File: config.mk
export PLATFORM = sky130hd
export DESIGN_NAME = flash_wave_loader
export DESIGN_NICKNAME = d
export VERILOG_FILES = /design/src/rtl/flash_wave_loader.sv
export SDC_FILE = /design/constraint.sdc
export NUM_CORES = 1
export LEC_CHECK = 0
export CELL_PAD_IN_SITES_DETAIL_PLACEMENT = 0
export CELL_PAD_IN_SITES_GLOBAL_PLACEMENT = 1
export CORE_MARGIN = 5
export CORE_UTILIZATION = 43
export DETAILED_ROUTE_END_ITERATION = 8
export HOLD_SLACK_MARGIN = 0.1
export PLACE_DENSITY = 0.85
export SYNTH_ARGS = -nofsm -noshare
export SYNTH_HDL_FRONTEND = slang
export SYNTH_SLANG_ARGS = --single-unit
File: constraint.sdc
create_clock -name clk -period 3.3 [get_ports clk]
set_clock_uncertainty 0.05 [all_clocks]
set_input_delay 0.33 -clock clk [delete_from_list [all_inputs] [get_ports clk]]
set_output_delay 0.33 -clock clk [all_outputs]
set_load 0.01 [all_outputs]
File: src/rtl/flash_wave_loader.sv
// flash_wave_loader: SPI mode-0 initiator that streams a table out of serial flash (READ opcode)
// and writes each received byte into the sample RAM, addressing from 0 in read order.
`default_nettype none

module flash_wave_loader #(
  parameter int          ADDR_W   = 9,
  parameter int          CLK_DIV  = 2,
  parameter logic [7:0]  READ_CMD = 8'h03
) (
  input  logic              clk,
  input  logic              reset,
  input  logic              start,
  input  logic [23:0]       flash_addr,
  input  logic [ADDR_W:0]   length,
  output logic              busy,
  output logic              done,
  output logic              flash_csb,
  output logic              flash_clk,
  output logic              flash_io0,
  input  logic              flash_io1,
  output logic              ram_we,
  output logic [ADDR_W-1:0] ram_addr,
  output logic [7:0]        ram_data
);

  localparam int CW = (CLK_DIV > 1) ? $clog2(CLK_DIV) : 1;

  typedef enum logic [2:0] {
    S_IDLE  = 3'd0,
    S_SETUP = 3'd1,
    S_CMD   = 3'd2,
    S_ADDR  = 3'd3,
    S_DATA  = 3'd4,
    S_TAIL  = 3'd5
  } state_t;

  state_t            state_q, state_d;
  logic [CW-1:0]     cnt_q, cnt_d;
  logic [4:0]        bit_q, bit_d;
  logic [30:0]       tx_q, tx_d;
  logic [7:0]        rx_q, rx_d;
  logic [ADDR_W:0]   len_q, len_d;
  logic [ADDR_W:0]   rem_q, rem_d;
  logic              wr_pend_q, wr_pend_d;
  logic              busy_q, busy_d;
  logic              done_q, done_d;
  logic              csb_q, csb_d;
  logic              sclk_q, sclk_d;
  logic              io0_q, io0_d;
  logic              we_q, we_d;
  logic [ADDR_W-1:0] addr_q, addr_d;
  logic [7:0]        data_q, data_d;

  logic              last_cnt;
  logic [ADDR_W:0]   next_idx;

  assign last_cnt = (cnt_q == CW'(CLK_DIV - 1));
  assign next_idx = {1'b0, addr_q} + (ADDR_W+1)'(1);

  always_comb begin
    state_d   = state_q;
    cnt_d     = cnt_q;
    bit_d     = bit_q;
    tx_d      = tx_q;
    rx_d      = rx_q;
    len_d     = len_q;
    rem_d     = rem_q;
    wr_pend_d = 1'b0;
    busy_d    = busy_q;
    done_d    = 1'b0;
    csb_d     = csb_q;
    sclk_d    = sclk_q;
    io0_d     = io0_q;
    we_d      = 1'b0;
    addr_d    = addr_q;
    data_d    = data_q;

    if (wr_pend_q) begin
      we_d   = 1'b1;
      data_d = rx_q;
    end
    // Hold the address on the final byte so a full-size table never wraps back to 0.
    if (we_q && (next_idx != len_q)) begin
      addr_d = addr_q + ADDR_W'(1);
    end

    case (state_q)
      S_IDLE: begin
        cnt_d = '0;
        if (start) begin
          if (length != '0) begin
            state_d = S_SETUP;
            busy_d  = 1'b1;
            csb_d   = 1'b0;
            io0_d   = READ_CMD[7];
            tx_d    = {READ_CMD[6:0], flash_addr};
            len_d   = length;
            rem_d   = length;
            bit_d   = '0;
            addr_d  = '0;
          end else begin
            done_d = 1'b1;
          end
        end
      end

      S_SETUP: begin
        if (last_cnt) begin
          cnt_d   = '0;
          state_d = S_CMD;
        end else begin
          cnt_d = cnt_q + CW'(1);
        end
      end

      S_CMD, S_ADDR, S_DATA: begin
        if (!last_cnt) begin
          cnt_d = cnt_q + CW'(1);
        end else begin
          cnt_d = '0;
          if (!sclk_q) begin
            sclk_d = 1'b1;
            rx_d   = {rx_q[6:0], flash_io1};
            if ((state_q == S_DATA) && (bit_q == 5'd7)) begin
              wr_pend_d = 1'b1;
            end
          end else begin
            // Falling edge: present the next bit; zeros shift in, so MOSI idles low in DATA.
            sclk_d = 1'b0;
            io0_d  = tx_q[30];
            tx_d   = {tx_q[29:0], 1'b0};
            bit_d  = bit_q + 5'd1;
            case (state_q)
              S_CMD: begin
                if (bit_q == 5'd7) begin
                  state_d = S_ADDR;
                  bit_d   = '0;
                end
              end
              S_ADDR: begin
                if (bit_q == 5'd23) begin
                  state_d = S_DATA;
                  bit_d   = '0;
                end
              end
              default: begin
                if (bit_q == 5'd7) begin
                  bit_d = '0;
                  rem_d = rem_q - (ADDR_W+1)'(1);
                  if (rem_q == (ADDR_W+1)'(1)) begin
                    state_d = S_TAIL;
                  end
                end
              end
            endcase
          end
        end
      end

      S_TAIL: begin
        if (last_cnt) begin
          cnt_d   = '0;
          state_d = S_IDLE;
          csb_d   = 1'b1;
          done_d  = 1'b1;
          busy_d  = 1'b0;
        end else begin
          cnt_d = cnt_q + CW'(1);
        end
      end

      default: begin
        state_d = S_IDLE;
        cnt_d   = '0;
        csb_d   = 1'b1;
        sclk_d  = 1'b0;
        busy_d  = 1'b0;
      end
    endcase
  end

  always_ff @(posedge clk or posedge reset) begin
    if (reset) begin
      state_q   <= S_IDLE;
      cnt_q     <= '0;
      bit_q     <= '0;
      tx_q      <= '0;
      rx_q      <= '0;
      len_q     <= '0;
      rem_q     <= '0;
      wr_pend_q <= 1'b0;
      busy_q    <= 1'b0;
      done_q    <= 1'b0;
      csb_q     <= 1'b1;
      sclk_q    <= 1'b0;
      io0_q     <= 1'b0;
      we_q      <= 1'b0;
      addr_q    <= '0;
      data_q    <= '0;
    end else begin
      state_q   <= state_d;
      cnt_q     <= cnt_d;
      bit_q     <= bit_d;
      tx_q      <= tx_d;
      rx_q      <= rx_d;
      len_q     <= len_d;
      rem_q     <= rem_d;
      wr_pend_q <= wr_pend_d;
      busy_q    <= busy_d;
      done_q    <= done_d;
      csb_q     <= csb_d;
      sclk_q    <= sclk_d;
      io0_q     <= io0_d;
      we_q      <= we_d;
      addr_q    <= addr_d;
      data_q    <= data_d;
    end
  end

  assign busy      = busy_q;
  assign done      = done_q;
  assign flash_csb = csb_q;
  assign flash_clk = sclk_q;
  assign flash_io0 = io0_q;
  assign ram_we    = we_q;
  assign ram_addr  = addr_q;
  assign ram_data  = data_q;

endmodule

`default_nettype wire

Word-level counts from Yosys, hierarchy flattened:

Cells that the tools add are included.

* bits in registers: 92
* latch bits: 0
* RAM bits: 0
* ROM bits: 0
* input port bits: 38
* word-level logic and storage cells: 123
* memories: 0

* add/subtract/negate cells: 5
* multiply operators: 0
* divide/modulo/power cells: 0
* order comparisons: 0
* eq/ne operators: 21
* shifts and indexed selects: 0
* multiplexer cells: 61
* bitwise logic cells: 3
* reductions and logical operators: 17

Operators with widths (count)
* $mux W31: 4
* $pmux W31 S2: 1
* $mux W10: 6
* $mux W9: 4
* $mux W5: 7
* $mux W3: 10
* $mux W1: 20
* $pmux W10 S2: 1
* $ne A2 B2 Y1 const B: 8
* $pmux W3 S4: 1
* $add A9 B1 Y10 const B: 1
* $eq A10 B1 Y1 const B: 1
* $ne A10 B10 Y1: 1
* $pmux W5 S2: 1
* $reduce_and A10 Y1: 1
* $reduce_bool A10 Y1: 1
* $sub A10 B1 Y10 const B: 1
* $add A9 B1 Y9 const B: 1
* $ne A3 B3 Y1 const B: 3
* $reduce_and A7 Y1: 1
* $eq A3 B2 Y1 const B: 2
* $eq A3 B3 Y1 const B: 2
* $pmux W1 S2: 3
* $pmux W1 S3: 2
* other kinds (19): 24

Longest topological paths before layout:

* depth in word-level cells: 7
* mapped depth: 10
* depth with buffers taken out: 8

Worst setup path after synthesis:

No wires, ideal clock.

* path type: register to register
* from: reg addr_q[0], in the netlist ram_addr[0]
* to: reg addr_q[1], in the netlist ram_addr[1]
* library setup time: 0.136 ns
* data arrival time: 2.269 ns
* required time: 3.114 ns
* slack: 0.845 ns
* cell stages (with the launch flop): 9
* buffers on the path: 1
* period minus slack after synthesis: 2.455 ns
* path through: dfrtp_1 > ha_1 > nand3_2 > o21a_1 > or4b_1 > nor4_2 > buf_6 > mux2i_1 > o311ai_1

* longest elaborated chain between the ends: 7

RTL lines
* from (decl): RTL line 51 `logic [ADDR_W-1:0] addr_q, addr_d;`
* from (signal assigned): RTL line 215 `addr_q <= addr_d;`
* $add A9 B1 Y10: RTL line 58 `assign next_idx = {1'b0, addr_q} + (ADDR_W+1)'(1);`
* $ne A10 B10 Y1: RTL line 83 `if (we_q && (next_idx != len_q)) begin`
* $logic_and A1 B1 Y1: RTL line 83
* $mux W9 *: RTL line 83
* $mux W9: RTL line 91 `if (length != '0) begin`
* $mux W9: RTL line 90 `if (start) begin`
* $mux W9 *: RTL line 87 `case (state_q)`
* net addr_d[1]: RTL line 51

The timed path passes the listed nets; every way through them passes the cells marked *.
A chain may end at the register's enable or synchronous reset.

Final worst setup path:

Same ends and word-level chain as after synthesis.

==> impl_metrics.yaml <==
sta:
  rsz0062_at_grt: "no"
  fmax_mhz: 382
  final-setup-viol-count: 0
  timing.setup.tns_ps: 0
  tightest_slew_ps: 711
  drv_slew: 0
  hold_violations: 0
  timing.final.crit_share: 0.794
  period_minus_slack_ps: 2620
  slew_headroom: 0.523
clock_network:
  tritoncts: "yes"
  cts_buffers: 9
  cts_buffer_depth: 2
  cts_hold_buf: 0
  cts-htree-levels: 3
  postCtsSetupBuffers: 0
  cts_resized: 0
  clock-sinks: 92
  root_buffer: "clkbuf_16"
  path_clk_slew_ps: 60
  clock_latency_ps: 340
logic_synthesis:
  synth_cells: 525
  yosysMostFrequentCell: "nand2_1"
  ys_warn_count: 0
  synthArstFlopShare: 1.00
  synth_edf_count: 0
  synth.net_count: 567
  avgSynthCellArea_um2: 9.23
  synth_ff_type: "dfrtp_1"
  netlist.area_leader.share: 0.470
  synth_area_um2: 4850
  synth.top_cells.by_count: "nand2_1 (95), dfrtp_1 (91), o21ai_0 (40)"
  synth_top_cell_by_area: "dfrtp_1"
  synth.area.top_cells: "dfrtp_1 (47%), nand2_1 (7.4%), mux2i_1 (6.4%)"
  yosys_register_bits: 92
  synthDistinctLibCells: 60
  synth-seq-area-share: 0.475
power:
  ir_worst_vdd_mv: 0.364
  p_leak_nw: 2.51
  power.density_nw_per_um2: 883
critical_path:
  r2r_slack_ps: 680
  rr_worst_depth: 8
  endpoint_kind: "flop"
  regToRegStartpoint: "ram_addr[0]"
  crit_required_ps: 3450
  critPathLaunchType: "flop"
  crit_arrival_ps: 2770
  crit_start: "ram_addr[0]"
  path_class: "reg -> reg"
  crit_fanout: 12
global_routing:
  grt_use_total: 0.178
  grt-ovfl-total: 0
  grt_pass1_wl_um: 19200
  grt_pass1_vias: 3916
  antenna_found_initial: 0
  grt_max_degree: 67
floorplan:
  initial_core_util: 0.443
  fp.dieW_um: 116
  io-pin-count: 61
  core.rowCount: 38
  core_area_um2: 10900
  die_area_um2: 13500
  die_h_um: 116
cells_and_area:
  fin_util: 0.536
  drive_gt1_frac: 0.0993
  syn2layout_area_growth_pct: 20.9
  antenna_cells: 0
  stdcell_count: 714
  nFillCells: 1016
  nNetsFinal: 612
route:
  vias_per_cell: 5.53
  dr.first_iter.drc_count: 276
  dr_total_vias: 3947
  drc_errors: 0
  wirelength_um: 11000
  avgRoutedWirePerCell_um: 15.4
  first_pass_iters: 4
  ant_nets: 0
place:
  dpl.cell_count: 699
  io_buffer_count: 60
  routabilityCongestion: 0.820
  hpwlAfterDp_um: 7770
job:
  drv_cap: 0
run_status:
  status: "complete, no violations"
min_path:
  hold_path.class: "in -> async"
power by group:
group          internal (mW)  switching [mW]  leakage (nW)
logic                  0.969            1.21          1.20
registers               1.59           0.448          1.17
clock network          0.529           0.434         0.131
area by class of cell:
| type | instances | area (µm²) | share of cell area |
|---|---|---|---|
| clock buffer | 10 | 239 | 0.0408 |
| sequential | 92 | 2300 | 0.393 |
| tap | 140 | 175 | 0.0299 |
| clock inverter | 5 | 37.5 | 0.00640 |
| timing repair buffer | 69 | 693 | 0.118 |
| inverter | 15 | 57.6 | 0.00982 |
| multi-input combinational | 383 | 2350 | 0.402 |
critical path, cell delays in order (launching register included):
cell      delay, ps
dfrtp_1         500
ha_1            320
nand3_2         160
o21a_1          210
or4b_1          530
nor4_2          140
buf_4           250
mux2i_1         210
o311ai_1        110
per-stage QoR:
step	setup WS, ps	hold slack, ps	power (mW)	area (µm²)
2_1_floorplan	530	302	3.58	4850
3_3_place_gp	682	406	4.15	5580
3_5_place_dp	585	401	4.25	5580
4_1_cts	674	353	5.23	5860
5_1_grt	538	405	5.64	5860
6_report	679	340	5.18	5860
path summary, 6_finish.rpt:
kind,to
max in group asynchronous,flash_csb
setup reg to reg,ram_addr[1]
min in group clk,flash_csb
hold / removal,rx_q[2]
hold reg to reg,flash_csb
setup / recovery,ram_addr[1]
layout by cell type, fill, tap and decap left out, types with 4 or more instances in the layout:
| master | instances |
|---|---|
| a211oi_1 | 11 |
| a21oi_1 | 28 |
| a31oi_1 | 5 |
| and2_1 | 5 |
| and3_1 | 4 |
| and4_1 | 5 |
| buf_4 | 7 |
| clkbuf_16 | 9 |
| clkdlybuf4s50_1 | 60 |
| dfrtp_1 | 91 |
| ha_1 | 4 |
| inv_1 | 12 |
| mux2_2 | 18 |
| mux2i_1 | 31 |
| nand2_1 | 95 |
| nand3_1 | 11 |
| nand4_1 | 5 |
| nor2_1 | 25 |
| nor3_1 | 12 |
| nor3b_1 | 5 |
| nor4_1 | 7 |
| o21ai_0 | 40 |
| o21ai_1 | 15 |
| xnor2_1 | 5 |
| xor2_1 | 4 |
cells by family (layout without fill, tap and decap cells):
| group | Yosys count | in the layout | share of synthesized area |
|---|---|---|---|
| simple gates | 192 | 192 | 0.190 |
| compound gates | 129 | 129 | 0.159 |
| flops | 92 | 92 | 0.475 |
| buf+inv | 50 | 99 | 0.0436 |
| mux | 49 | 49 | 0.106 |
| xor+xnor | 9 | 9 | 0.0163 |
| fa+ha+maj | 4 | 4 | 0.0103 |
registers in the layout, summed over array words and instances (netlist names), 3 cells and up:
name,count
rem_q,10
tx_q,31
bit_q,5
state_q,3
len_q,10
rx_q,8
ram_data,8
ram_addr,9
routing by layer:
layer | GRT usage | part of all wire | up-vias
met5 | 0 | 0 | -
met2 | 0.278 | 0.47 | 92
met4 | 0.0549 | 0.012 | 0
met3 | 0.0404 | 0.054 | 9
li1 | - | - | 1955
met1 | 0.248 | 0.47 | 1891
No activity file was read; power rests on OpenSTA's default activity.
==> RTL edit, RTL diff (same settings) <==
Re-encode `state_t` (6 states) as Gray code, 3 bits wide.
--- a/src/rtl/flash_wave_loader.sv
+++ b/src/rtl/flash_wave_loader.sv
@@ -26,12 +26,12 @@
   localparam int CW = (CLK_DIV > 1) ? $clog2(CLK_DIV) : 1;
 
   typedef enum logic [2:0] {
-    S_IDLE  = 3'd0,
-    S_SETUP = 3'd1,
-    S_CMD   = 3'd2,
-    S_ADDR  = 3'd3,
-    S_DATA  = 3'd4,
-    S_TAIL  = 3'd5
+    S_IDLE  = 3'b000,
+    S_SETUP = 3'b001,
+    S_CMD   = 3'b011,
+    S_ADDR  = 3'b010,
+    S_DATA  = 3'b110,
+    S_TAIL  = 3'b111
   } state_t;
 
   state_t            state_q, state_d;
Formal check against the unedited RTL: same outputs for any inputs over 10 cycles, from zero or initial values and one cycle with reset high; not proved beyond that.
==> RTL edit against the original RTL <==
- worst setup slack worse by 32 ps
- first-iteration DRC count down 24%
- global-route usage down 1.1 points
- sequential cell count unchanged
- synthesized area fell by 7.0%
- routed wire length shrank 8.8%
- utilization down 1.2 points
- cell area is 8.1% lower
- critical path depth unchanged
- critical path type unchanged
- critical endpoint is now rem_q[6]$_DFFE_PP0P_
- largest cell class is now flip-flops and latches
Power is not compared: it rests on default switching activity, and its combinational part moved more than twofold at a synthesized area within 25%.
==> RTL edit: results (changes against the original RTL) <==
metric,value,unit,change
post-synthesis mux area share,6.465,%,-4.1 points
syn_area_per_cell,9.203,um^2,-0.32%
fraction of area in multi-input gates,37.84,%,-2.3 points
overall routing resource usage,16.63,%,-1.1 points
complex-gate fraction of the synthesized area,14.98,%,-0.92 points
"top cells by count, synth","nand2_1, dfrtp_1, nor2_1",,
1st-iter DRT viols,211,,-24%
dpl ws,670.6,ps,+85.41 ps
Util after Layout,52.41,%,-1.2 points
"Clk pin slew, worst setup/hold paths",90,ps,+30 ps
"slowest stage delay, CP",550,ps,+20 ps
syn_nets,532,,-6.2%
Adder-Cell Fraction of Synth Area,1.110,%,+0.077 points
FILL cells,970,,-4.5%
sequential-to-total area share from yosys stat,51.08,%,+3.6 points
Placed Cells incl. Taps,664,,-5.0%
worst-margin pin slew,606.2,ps,-105.0 ps
status,"complete, no violations",,
hpwl dp,6848,um,-12%
top cells by area in the synthesized netlist,"dfrtp_1, nand2_1, mux2_2, a31oi_1, nor2_1",,
Yosys cell types,51,,-15%
number of global-route vias before repair,3567,,-8.9%
GRT met2 Usage,24.83,%,-2.9 points
WL met3,463,um,-23%
number of non-clock buffers,66,,-4.3%
crit-path leading delay family,compound AO/OA/AOI/OAI gates,,
first-pass GRT wire length,17260,um,-10%
Area after DPL,0.005216,mm^2,-6.6%
sequential cell area share,42.76,%,+3.5 points
Root Driver,clkbuf_8,,
met2 WL,4501,um,-12%
Signal buf overhead,12.22,%,+0.39 points
ClkCell Share,3.159,%,-1.6 points
met1 Track Usage GR,23.84,%,-0.92 points
inverter count,12,,-3
M3 GR Usage,3.181,%,-0.86 points
Vias/cell,5.376,,-2.8%
cell count after synthesis,490,,-6.7%
# clk buffers,14,,+4
==> RTL edit: cell count changes after synthesis, sizes merged, moves of 8 or more <==
cell    change
mux2i      -30
o21ai      -23
a31oi      +22
nor2       +19
a211oi      -9
a21oi       -8
==> RTL edit: path summary, 6_finish.rpt <==
check / startpoint / endpoint / slack [ps] / cells past startpoint
setup / recovery: state_q[2]$_DFFE_PP0P_ / rem_q[6]$_DFFE_PP0P_ / 650 / 8
hold / removal: reset / ram_data[0]$_DFFE_PP0P_ / 330 / 3
setup reg to reg: state_q[2]$_DFFE_PP0P_ / rem_q[6]$_DFFE_PP0P_ / 650 / 8
hold reg to reg: flash_io0$_DFFE_PP0P_ / flash_io0$_DFFE_PP0P_ / 420 / 2
max in group asynchronous: reset / len_q[6]$_DFFE_PP0P_ / 2480 / 3
min in group clk: flash_io0$_DFFE_PP0P_ / flash_io0$_DFFE_PP0P_ / 420 / 2
